===== config.mk =====
export PLATFORM = sky130hd
export DESIGN_NAME = alu_core
export DESIGN_NICKNAME = d
export VERILOG_FILES = /design/src/rtl/alu_core.sv
export SDC_FILE = /design/constraint.sdc
export NUM_CORES = 1
export LEC_CHECK = 0
export ABC_AREA = 1
export CAP_MARGIN = 20
export CELL_PAD_IN_SITES_DETAIL_PLACEMENT = 0
export CELL_PAD_IN_SITES_GLOBAL_PLACEMENT = 1
export CORE_MARGIN = 1
export CORE_UTILIZATION = 40
export DETAILED_ROUTE_END_ITERATION = 10
export GPL_ROUTABILITY_DRIVEN = 0
export PLACE_DENSITY = 0.91
export SYNTH_ARGS = -nofsm -noshare
export SYNTH_HDL_FRONTEND = slang
export SYNTH_SLANG_ARGS = --single-unit
export TNS_END_PERCENT = 10

===== constraint.sdc =====
create_clock -name clk -period 6.4 [get_ports clk]
set_input_delay 1.6 -clock clk [delete_from_list [all_inputs] [get_ports clk]]
set_output_delay 1.6 -clock clk [all_outputs]
set_load 0.05 [all_outputs]

===== src/rtl/alu_core.sv =====
// RV32I execute-stage ALU: eleven operations selected by ALUSel_i.
// The combinational result and its zero flag are held in one output register stage.

package alu_core_pkg;

   typedef enum logic [3:0] {
      ALU_ADD    = 4'd0,
      ALU_SUB    = 4'd1,
      ALU_SLL    = 4'd2,
      ALU_SLT    = 4'd3,
      ALU_SLTU   = 4'd4,
      ALU_XOR    = 4'd5,
      ALU_SRL    = 4'd6,
      ALU_SRA    = 4'd7,
      ALU_OR     = 4'd8,
      ALU_AND    = 4'd9,
      ALU_PASS_B = 4'd10
   } alu_sel_e;

endpackage : alu_core_pkg

module alu_core
   import alu_core_pkg::*;
#(
   parameter int DATA_WIDTH = 32
) (
   input  logic                  clk,
   input  logic                  rst,
   input  logic [3:0]            ALUSel_i,
   input  logic [DATA_WIDTH-1:0] alu_operand1_i,
   input  logic [DATA_WIDTH-1:0] alu_operand2_i,
   output logic [DATA_WIDTH-1:0] alu_result_o,
   output logic                  alu_zero_o
);

   localparam int SHAMT_W = $clog2(DATA_WIDTH);

   logic [DATA_WIDTH-1:0] result_d, result_q;
   logic                  zero_d,   zero_q;
   logic [SHAMT_W-1:0]    shamt;
   logic                  lt_signed;
   logic                  lt_unsigned;
   alu_sel_e              alu_sel;

   // Only the low log2(DATA_WIDTH) bits of operand B form the shift amount.
   assign shamt       = alu_operand2_i[SHAMT_W-1:0];
   assign lt_signed   = $signed(alu_operand1_i) < $signed(alu_operand2_i);
   assign lt_unsigned = alu_operand1_i < alu_operand2_i;
   assign alu_sel     = alu_sel_e'(ALUSel_i);

   always_comb begin
      // NOTE: every always_comb output gets a default first so no path can infer a latch.
      result_d = '0;
      case (alu_sel)
         ALU_ADD:    result_d = alu_operand1_i + alu_operand2_i;
         ALU_SUB:    result_d = alu_operand1_i - alu_operand2_i;
         ALU_SLL:    result_d = alu_operand1_i << shamt;
         ALU_SLT:    result_d = {{(DATA_WIDTH-1){1'b0}}, lt_signed};
         ALU_SLTU:   result_d = {{(DATA_WIDTH-1){1'b0}}, lt_unsigned};
         ALU_XOR:    result_d = alu_operand1_i ^ alu_operand2_i;
         ALU_SRL:    result_d = alu_operand1_i >> shamt;
         ALU_SRA:    result_d = $unsigned($signed(alu_operand1_i) >>> shamt);
         ALU_OR:     result_d = alu_operand1_i | alu_operand2_i;
         ALU_AND:    result_d = alu_operand1_i & alu_operand2_i;
         ALU_PASS_B: result_d = alu_operand2_i;
         default:    result_d = '0;
      endcase
      zero_d = (result_d == '0);
   end

   // NOTE: sequential state uses non-blocking assignments so every flop samples pre-edge values.
   always_ff @(posedge clk) begin
      if (rst) begin
         result_q <= '0;
         zero_q   <= 1'b1;
      end else begin
         result_q <= result_d;
         zero_q   <= zero_d;
      end
   end

   assign alu_result_o = result_q;
   assign alu_zero_o   = zero_q;

endmodule : alu_core


# After elaboration in Yosys (flattened, before gate mapping)
# Cells that the tools add are included.
# Widths: inputs -> output; s select.
word_totals:
  register_bits: 33
  output_inout_bits: 33
  wordCells: 25
op_classes:
  addsub: 2
  n_lt_le_gt_ge: 2
  eq_ne: 10
  shift: 3
  muxes: 1
  bitwise: 3
  reduce_logical: 2
op_table:
  columns: ["cell", "n"]
  rows:
  - ["$pmux 32 s11", 1]
  - ["$lt 32x32->1", 2]
  - ["$add 32x32->32", 1]
  - ["$and 32x32->32", 1]
  - ["$logic_not 32->1", 1]
  - ["$or 32x32->32", 1]
  - ["$shl 32x5->32", 1]
  - ["$shr 32x5->32", 1]
  - ["$sshr 32x5->32", 1]
  - ["$sub 32x32->32", 1]
  - ["$xor 32x32->32", 1]
  - ["$eq 4x3->1 const B", 4]
  - ["$eq 4x4->1 const B", 3]
  - ["$eq 4x2->1 const B", 2]
  - ["$eq 4x1->1 const B", 1]
  - ["$logic_not 4->1", 1]

# Depth between registers and ports, before layout
logic_depth:
  depth_word: 3
  mapped_depth: 24
  mapped_depth_nobuf: 21

# Worst setup path before layout
# Ideal clock, no wire load.
synth_timing:
  kind: "in2reg"
  from: "input port alu_operand2_i[3]"
  to: "register zero_q, in the netlist alu_zero_o"
  setup_ps: 61
  arrival_time_ps: 3871
  path_slack_ps: 2468
  cell_stages: 22
  path_buffers: 3
  cell_sequence: "inv_2 > buf_2 > buf_1 > ha_1 > buf_2 > inv_1 > nand2_1 > nand3_1 > nand2_1 > nand2_1 > nand2_1 > nand2_1 > nand2_1 > nand3_1 > nand2_1 > nor2_1 > nand3_1 > nor2_1 > nand2_1 > nor2_1 > nand3_1 > nand2_1"
synth_between:
  elab_chain_cells: 3
  elab_cells_between_ends: 12
  cone_classes: "add/sub: 2; order compare: 2; shift: 3; mux: 1; bitwise: 3; reduce/logical: 1"
synth_lines:
  columns: ["element", "line", "rtl"]
  rows:
  - ["start, declared", "31", "input logic [DATA_WIDTH-1:0] alu_operand2_i,"]
  - ["$sub 32x32->32 (tied with other cells)", "56", "ALU_SUB: result_d = alu_operand1_i - alu_operand2_i;"]
  - ["$pmux 32 s11 (*)", "54", "case (alu_sel)"]
  - ["$logic_not 32->1 (*)", "68", "zero_d = (result_d == '0);"]
  - ["end signal, assigned", "78", "zero_q <= zero_d;"]
  - ["end, declared", "39", "logic zero_d, zero_q;"]
# Every way passes the cells marked *; elsewhere a longest branch is shown, timed or not.
# A chain may end at the register's enable or synchronous reset.

# Worst setup path after layout
layout_timing:
  from: "input port alu_operand2_i[0]"
  to: "register zero_q, in the netlist alu_zero_o"
# The elaborated chain is that of the path after synthesis.

==> flow_summary_export.csv <==
group,metric,value,unit
min_path,hp-class,"primary input to flop",
pwr,p_int,681,µW
critical_path,worstPathRequired,6.61,ns
pwr,switching_share,0.557,
timing,fin_setup_tns,0,ns
synth,syn_area,11600,µm²
final_layout,antenna-diode-count,0,
clock_network,clk_pin_slew,0.05,ns
route,firstDrtPassIters,9,
job,maxCapViolCount,0,
min_path,min_from,"alu_operand2_i[2]",
critical_path,crit_type,"primary input to flop",
grt,grt_pass1_vias,14447,
grt,antenna_found_initial,3,
grt,grt_usage,0.356,
die,dieHeight,172,µm
timing,worstMarginPinSlew,1.13,ns
grt,grt_remaining_overflow,0,
critical_path,arrival,5.23,ns
route,drt-total-wl,53.4,mm
synth,yosysUniqueCellTypes,43,
route,drtAntennaViolNets,0,
pwr,clkPwrFrac,0.150,
synth,ys_ff_latch,33,
timing,holdWs,2.15,ns
run_status,outcome,"complete, no violations",
place,hpwlAfterDp,43.4,mm
die,io_pins,103,
synth,yosysMostFrequentCell,"nand2_1",
timing,setup_viol,0,
die,fp.dieW,172,µm
synth,syn-instance-count,2268,
route,drc_errors,0,
pwr,peakVddDrop,0.0971,mV
synth,synth_edf_count,0,
synth,synth_common_cells,"nand2_1 (688), nand3_1 (493), inv_1 (291)",
critical_path,cp-start-kind,"primary input",
synth,synth_top_area_frac,0.223,
synth,synth_ff_type,"dfxtp_1",
timing,finalMaxSlewViolations,0,
clock_network,cts_buffers,5,
pwr,p_comb_frac,0.702,
route,post_drt_wl_per_cell,19.9,µm
critical_path,crit_path_max_fanout,36,
timing,rsz0062_at_grt,"no",
pwr,leakagePower,0.00694,µW
timing,max_freq,199,MHz
clock_network,post-cts-setup-buffers,0,
die,rows,61,
pwr,power_frac_seq,0.148,
die,die_area,29600,µm²
synth,ys_async_sr_fraction,0,
pwr,p_per_area,120,nW/µm²
clock_network,cts_root_buf,"clkbuf_16",
synth,yosys.area.top_type,"nand2_1",
route,routed_via_density,5.91,
pwr,total_power,1540,µW
clock_network,cts_resized,0,
die,initial_utilization,0.411,
place,port_buffers,102,
timing,finalHoldViolations,0,
pwr,power_switching,857,µW
grt,grt_first_pass_wirelength,80.0,mm
synth,synth_area_per_cell,5.11,µm²
timing,min_period,5.02,ns
clock_network,clock_path_buffers,2,
synth,synth_fp_nets,2440,
grt,grt_max_degree,75,
final_layout,nets,2470,
die,core,28200,µm²
clock_network,cts_tree,"done",
clock_network,h-tree-depth,2,
min_path,holdPathStages,8,
route,num_vias,15815,
synth,synth.yosys.seq_area_share,0.0570,
critical_path,end_kind,"flop",
synth,ys_warn_count,0,
min_path,hold_path_end,"alu_result_o[4]",
timing,period_share,0.785,
timing,relSlewSlack,0.244,
route,drtIter0Drc,2218,
clock_network,cts.sinks,33,
clock_network,cts_hold_buf,0,
final_layout,syn_to_final_growth,10.7,%
final_layout,drive_gt1_frac,0.0531,
synth,ys_top_cells_by_area,"nand2_1 (22%), nand3_1 (21%), ha_1 (11%)",
[flip-flops by register name (all words and copies together), names as in the netlist]
register,cells
alu_result_o,32
alu_zero_o,1
[worst max-delay path: stages]
cell	delay [ns]
clkdlybuf4s50_1	0.45
buf_4	0.41
ha_1	0.38
inv_1	0.08
fa_1	0.40
inv_1	0.09
nand4_1	0.14
nand2_1	0.15
nand2_1	0.08
nand2_1	0.16
nand2_1	0.07
nand3_1	0.07
nand3_1	0.21
nor2_1	0.28
nand2_1	0.08
nor2_1	0.11
nand2_1	0.10
nor2_1	0.19
nand3_1	0.09
nand2_1	0.06
[area by class of cell]
type                            instances  area (µm²)
Tap cell                              378         473
Fill cell                            3115       15300
Timing Repair Buffer                  127        1190
Inverter                              311        1170
Multi-Input combinational cell       1820        9180
Sequential cell                        33         661
Clock buffer                            5         125
Clock inverter                          3        17.5
[cells in the final DEF, fill, tap and decap left out, types with 3 or more instances in the layout]
cell type / n
nor2_1: 207
inv_2: 15
o21bai_1: 9
dfxtp_1: 33
o22ai_1: 38
nand2_4: 9
a21oi_1: 72
nand2_2: 28
clkdlybuf4s50_1: 99
clkinv_1: 4
buf_4: 25
nand3_1: 493
nand2_1: 688
nor3_1: 25
and2_1: 4
o21ai_1: 8
inv_1: 290
nand3_2: 16
o2111ai_1: 5
buf_2: 3
ha_1: 100
nor2_2: 11
nand4_1: 33
clkbuf_16: 5
o21ai_0: 45
o211ai_1: 8
[power groups by stage]
| stage | clock network, µW | logic, µW | registers [µW] |
|---|---|---|---|
| detailed placement | 0 | 1030 | 232 |
| floorplan | 0 | 643 | 290 |
| CTS | 235 | 1040 | 227 |
| global placement | 0 | 1030 | 231 |
| global route | 243 | 1160 | 229 |
| finish | 231 | 1080 | 227 |
[worst max path at each step]
stage	startpoint	slack, ns	cells after the start	to
2_1_floorplan	alu_operand2_i[3]	2.47	22	alu_zero_o
3_3_place_gp	alu_operand2_i[0]	1.14	20	alu_zero_o
3_5_place_dp	alu_operand2_i[0]	1.24	20	alu_zero_o
4_1_cts	alu_operand2_i[0]	1.53	20	alu_zero_o
5_1_grt	alu_operand2_i[0]	1.20	20	alu_zero_o
6_report	alu_operand2_i[0]	1.38	20	alu_zero_o
[logic make-up (layout without fill, tap and decap cells)]
group           Yosys count  after routing  share of synthesized area
fa+ha+maj               102            102                      0.111
compound gates          190            190                     0.0927
buf+inv                 415            446                      0.151
flops                    33             33                     0.0570
simple gates           1528           1528                      0.588
[per-layer routing]
metal  vias to the layer above  routed length, µm  global-route usage  part of all wire
met4                         4               3610               0.216             0.068
li1                       7395                  -                   -                 -
met5                         -                 18                   0           0.00034
met1                      7126              20200               0.445              0.38
met2                      1053              22900               0.556              0.43
met3                       237               6670              0.0769              0.12
[through the flow]
step / area, µm² / setup slack, ns / cells / util
6_report: 12800 / 1.38 / 2677 / 0.455
5_1_grt: 12800 / 1.20 / 2677 / 0.455
4_1_cts: 12800 / 1.53 / 2677 / 0.455
3_5_place_dp: 12700 / 1.24 / 2669 / 0.450
3_3_place_gp: 12700 / 1.14 / 2669 / 0.450
2_1_floorplan: 11600 / 2.47 / 2268 / -
Note: power is estimated with default switching activity, not from simulation.
